===== config.mk =====
export PLATFORM = sky130hd
export DESIGN_NAME = mux_nto1_rr
export DESIGN_NICKNAME = d
export VERILOG_FILES = /design/src/rtl/mux_nto1_rr.sv
export SDC_FILE = /design/constraint.sdc
export NUM_CORES = 1
export LEC_CHECK = 0
export CAP_MARGIN = 15
export CORE_UTILIZATION = 30
export CTS_CLUSTER_SIZE = 30
export DETAILED_ROUTE_END_ITERATION = 6
export GPL_ROUTABILITY_DRIVEN = 0
export PLACE_DENSITY = 0.68
export SLEW_MARGIN = 20
export SYNTH_ARGS = -nofsm -noshare
export SYNTH_HDL_FRONTEND = slang
export SYNTH_SLANG_ARGS = --single-unit

===== constraint.sdc =====
create_clock -name clock -period 5 [get_ports clock]
set_input_delay 1 -clock clock [delete_from_list [all_inputs] [get_ports clock]]
set_output_delay 1 -clock clock [all_outputs]
set_load 0.005 [all_outputs]

===== src/rtl/mux_nto1_rr.sv =====
// rtl/mux_nto1_rr.sv - registered N:1 valid/ready multiplexer with fixed-select and round-robin modes
module mux_nto1_rr #(
    parameter int WIDTH    = 8,
    parameter int CHANNELS = 4
) (
    input  logic                          clock,
    input  logic                          reset_n,
    input  logic                          mode,
    input  logic [$clog2(CHANNELS)-1:0]   sel,
    input  logic [CHANNELS*WIDTH-1:0]     in_data,
    input  logic [CHANNELS-1:0]           in_valid,
    output logic [CHANNELS-1:0]           in_ready,
    output logic [WIDTH-1:0]              out_data,
    output logic [$clog2(CHANNELS)-1:0]   out_chan,
    output logic                          out_valid,
    input  logic                          out_ready,
    output logic                          sel_err
);

    localparam int SEL_W = $clog2(CHANNELS);

    // Channel count and last index in widths matching the index arithmetic
    localparam logic [SEL_W:0]   CHAN_CNT = (SEL_W+1)'(CHANNELS);
    localparam logic [SEL_W-1:0] CHAN_LAST = SEL_W'(CHANNELS - 1);

    logic [SEL_W-1:0]    ptr;
    logic [CHANNELS-1:0] grant;
    logic                rr_found;
    logic [SEL_W:0]      rr_sum;
    logic                sel_in_range;
    logic                load;
    logic                xfer;
    logic [SEL_W-1:0]    pick_idx;
    logic [WIDTH-1:0]    pick_data;
    logic [SEL_W-1:0]    ptr_next;

    // sel can exceed the channel count only when CHANNELS is not a power of two
    assign sel_in_range = ({1'b0, sel} < CHAN_CNT);

    // Output register can take a word when empty or being drained this cycle
    assign load = !out_valid || out_ready;

    // Grant: explicit select in mode 0, first valid channel at or after ptr in mode 1
    always_comb begin
        grant    = '0;
        rr_found = 1'b0;
        rr_sum   = '0;
        if (!mode) begin
            if (sel_in_range) begin
                grant[sel] = in_valid[sel];
            end
        end else begin
            for (int off = 0; off < CHANNELS; off++) begin
                rr_sum = {1'b0, ptr} + (SEL_W+1)'(off);
                if (rr_sum >= CHAN_CNT) begin
                    rr_sum = rr_sum - CHAN_CNT;
                end
                if (!rr_found && in_valid[rr_sum[SEL_W-1:0]]) begin
                    grant[rr_sum[SEL_W-1:0]] = 1'b1;
                    rr_found                 = 1'b1;
                end
            end
        end
    end

    // Ready is suppressed during reset and while a held word is stalled
    assign in_ready = {CHANNELS{reset_n && load}} & grant;

    // Grant only rises on a valid channel, so any ready bit means a transfer
    assign xfer = |in_ready;

    // Encode the one-hot grant into an index and pick that channel's word
    always_comb begin
        pick_idx  = '0;
        pick_data = '0;
        for (int i = 0; i < CHANNELS; i++) begin
            if (grant[i]) begin
                pick_idx  = SEL_W'(i);
                pick_data = in_data[i*WIDTH +: WIDTH];
            end
        end
    end

    // Pointer moves just past the served channel, wrapping at the last one
    assign ptr_next = (pick_idx == CHAN_LAST) ? '0 : pick_idx + 1'b1;

    // Output register, round-robin pointer and select-range flag
    always_ff @(posedge clock) begin
        if (!reset_n) begin
            out_valid <= 1'b0;
            out_data  <= '0;
            out_chan  <= '0;
            ptr       <= '0;
            sel_err   <= 1'b0;
        end else begin
            sel_err <= !mode && !sel_in_range;
            if (xfer) begin
                out_data  <= pick_data;
                out_chan  <= pick_idx;
                out_valid <= 1'b1;
                if (mode) begin
                    ptr <= ptr_next;
                end
            end else if (out_ready) begin
                out_valid <= 1'b0;
            end
        end
    end

endmodule


==> results.md <==
* Result of the run: completed
* Length in cells of the worst reg-to-reg path at 11
* Critical Path AT at 3.52 ns
* Yosys synthesis warning count at 0
* Setup repair after global routing missed its margin: no
* Pwr dens at around 240 mW/mm^2
* Peak supply drop at roughly 0.00015 V
* Global-route wire length before repair at 5.49 mm
* Data required time of the worst path at 4.00 ns
* Full die area at 0.00440 sq mm
* # DRC at 0
* Highest net fanout along the worst path at 5
* DIE HEIGHT at roughly 66 microns
* Vias per cell at between 5 and 6
* Flop2flop setup slack at 1.55 ns
* Final setup viols at 0
* Number of levels the H-tree was split into at 1
* Dominant cell type by count on the critical path: sky130_fd_sc_hd__clkdlybuf4s50_1
* Max incr delay on CP at 0.50 ns
* Post-Route WL at 3.49 mm
* Buffer type at the clock tree root: sky130_fd_sc_hd__clkbuf_8
* Cells resized by post-CTS repair at 0
* HP Class: register to register
* Asr flop ratio synth at 0%
* Max-slew violations at 0
* Portion of the post-synthesis area used by sequential elements at 21.0%
* Worst clock skew at roughly 0.00068 ns
* Number of buffer and inverter stages on the critical path at 3
* Total number of placement rows at 23
* Post-synth net total at about 190
* Worst Path Class, Setup: input port to output pin
* Static Leak at a little under 0.8 nW
* Instance count of the mapped netlist at 145
* Detailed Routing Iterations Pass 1 at 4
* Overall fraction of global-route tracks in use at 15.8%
* Hold path endpoint: out_data[1]
* Top FF cell, synth: sky130_fd_sc_hd__dfxtp_1
* TritonCTS buffer count at 3
* Final worst-path cycle share at 90.5%
* Cts-stage hold buffer count at 0
* Detailed-placement wirelength estimate at roughly 2.7 mm
* Die boundary width at 66.3 microns
* Final Total Pwr at 0.000471 W
* Count of final hold-check violations at 0
* Source of the worst hold timing path: out_data[1]
* Highest Clock Rate at 0.221 GHz
* Top cell type by total area after synthesis: sky130_fd_sc_hd__dfxtp_1
* Via count of the first global-routing pass at 1145
* Min cycle time layout at 4.52 ns
* # nets final at 256
* RR Endpoint: out_data[2]
* Worst setup SP type: input port
* Via total after detailed routing at approximately 1300
* Share of post-route cells with drive strength above 1 at 11.1%
* Largest cells by area after synthesis: sky130_fd_sc_hd__dfxtp_1 21%, sky130_fd_sc_hd__a21o_1 6.0%, sky130_fd_sc_hd__ha_1 6.0%
* Effective utilization at floorplan at 31.0%
* Post-detailed-route count of antenna-violating nets at 0
* Clock tree from TritonCTS: built
* Fraction of synthesized cell area taken by the top area cell type at a little over a fifth
* Final total negative setup slack at 0 ns
* Dominant delay contributor by cell family on the critical path: buffers and inverters
* Hold Path Stages at 2
* Count of unique library cells instantiated by Yosys at 44
* Number of enable flip-flop cells after synthesis at 0
* Antenna fix cells at 0
* Smallest setup slack after layout at ~0.48 ns
* Headroom to the max-slew limit at 66.2%
* Number of buffers inserted by port buffering at 56
* Iteration-0 DRC count of the detailed router at 51
* Post-detailed-route wirelength per cell at 13.6 microns
* Number of buffers on the longest clock path at 2
* Crit-path cells: clkdlybuf4s50_1 > or3b_1 > a2111oi_1 > buf_4 > o21ai_1 > a31oi_4 > and2_1 > clkdlybuf4s50_1
* Post-synthesis to final-layout area growth at 56.4%
* Core Region at between 0.004 and 0.005 sq mm
* Reg2reg start: ptr[0]
* Synthesis-stage register bit count at 13
* Clock-pin slew on the worst setup and hold paths at 0.05 ns
* Mapped Avg Cell Area at about 8.6 sq um
* Worst slack at placement at 0.470 ns
* Count of boundary I/O pins at 58
* Crit. End Element: output pin
* MaxCap Viol Count at 0
* Cell area after synthesis at between 0.001 and 0.0015 sq mm
* Sink Count at 13
* Initial antenna violation count at 0
* Slew @ Worst Pin at 0.505 ns
* Pin count of the biggest net entering global routing at 20
* Worst-skew pair later-pin latency at 0.24 ns
* GRT overflow at 0
* Highest-delay cell along the critical path: sky130_fd_sc_hd__clkdlybuf4s50_1
* Post-CTS Repair Setup Buffers at 0
==> cell type report <==
class	count	area, sq um
fill	399	2060
multi-input combinational	117	907
timing repair buffer	67	643
sequential	13	260
tap	50	62.6
clock buffer	4	45.0
inverter	6	22.5
==> synth_stat cells, drive strengths merged (2+ instances only) <==
cell	number
buf	6
a221oi	8
nand2b	3
o31ai	8
o21a	2
nor2	14
nand3b	2
or3b	2
a31oi	5
mux4	3
a21oi	2
a2111oi	2
a41oi	2
nand3	11
and2	3
clkbuf	3
nand2	8
dfxtp	13
o21ai	5
mux2	2
o211ai	2
mux2i	2
a21o	10
ha	6
nor2b	4
a31o	2
a32oi	2
inv	6
==> state kept, by name (all words and copies together), names as in the netlist <==
name and cells:
out_chan 2, out_valid 1, ptr 2, out_data 8
==> layer usage <==
| layer | part of all wire, % | track usage (%) | vias up | wire length [microns] |
|---|---|---|---|---|
| met5 | 0 | 0 | - | 0 |
| met4 | 0.49 | 2.13 | 0 | 17 |
| met3 | 3.4 | 2.93 | 2 | 120 |
| met2 | 48 | 25.1 | 28 | 1680 |
| met1 | 48 | 22.3 | 620 | 1670 |
| li1 | - | - | 685 | - |
==> power by group <==
group          internal, W  switching [W]
clock network    0.0000562      0.0000371
logic             0.000133       0.000110
registers         0.000123      0.0000121
==> cells in the final DEF (no fill, tap or decap), drive strengths merged <==
| cell | count |
|---|---|
| dfxtp | 13 |
| inv | 6 |
| a32oi | 2 |
| a21oi | 2 |
| o31ai | 8 |
| a31o | 2 |
| nand3b | 2 |
| a41o | 1 |
| nor2 | 14 |
| nor2b | 4 |
| o211ai | 2 |
| and2 | 3 |
| mux4 | 3 |
| clkdlybuf4s50 | 56 |
| a41oi | 2 |
| a221oi | 8 |
| a2111oi | 2 |
| nand2b | 3 |
| clkbuf | 4 |
| nand2 | 8 |
| ha | 6 |
| o32ai | 1 |
| conb | 1 |
| nor3 | 1 |
| o41ai | 1 |
| o21a | 2 |
| buf | 11 |
| and2b | 1 |
| nand4 | 1 |
| nand3 | 11 |
| mux2 | 2 |
| or3b | 2 |
| mux2i | 2 |
| o21ai | 5 |
| a21o | 10 |
| a31oi | 5 |
==> cell families after synthesis <==
family | synth area share [%]
AOI/OAI and AO/OA | 36.1
and+or+nand+nor | 21.2
buffers and inverters | 5.95
DFF | 21.0
muxes | 9.48
adders and majority gates | 6.05
other | 0.302
==> metrics by stage <==
| stage | cell area [sq um] | cells | hold WS [ns] | util (%) |
|---|---|---|---|---|
| final | 1940 | 257 | 0.463 | 48.5 |
| after global routing | 1940 | 257 | 0.485 | 48.5 |
| after CTS | 1940 | 257 | 0.465 | 48.5 |
| after detailed placement | 1900 | 253 | 0.457 | 47.4 |
| after global placement | 1900 | 253 | 0.452 | 47.4 |
| after floorplan | 1240 | 145 | 0.450 | - |
==> worst max-delay path by stage <==
| stage | start | end | cells past startpoint |
|---|---|---|---|
| after floorplan | ptr[0] | in_ready[3] | 9 |
| after global placement | in_valid[3] | in_ready[0] | 8 |
| after detailed placement | in_valid[3] | in_ready[1] | 8 |
| after CTS | in_valid[3] | in_ready[1] | 8 |
| after global routing | ptr[0] | in_ready[0] | 9 |
| final | in_valid[3] | in_ready[1] | 8 |
==> tightest hold or removal path, stage by stage, from the launching register on <==
cell and delay, ns:
sky130_fd_sc_hd__dfxtp_1 0.30, sky130_fd_sc_hd__nand3_1 0.06, sky130_fd_sc_hd__o31ai_1 0.05
(Power assumes the default switching activity.)
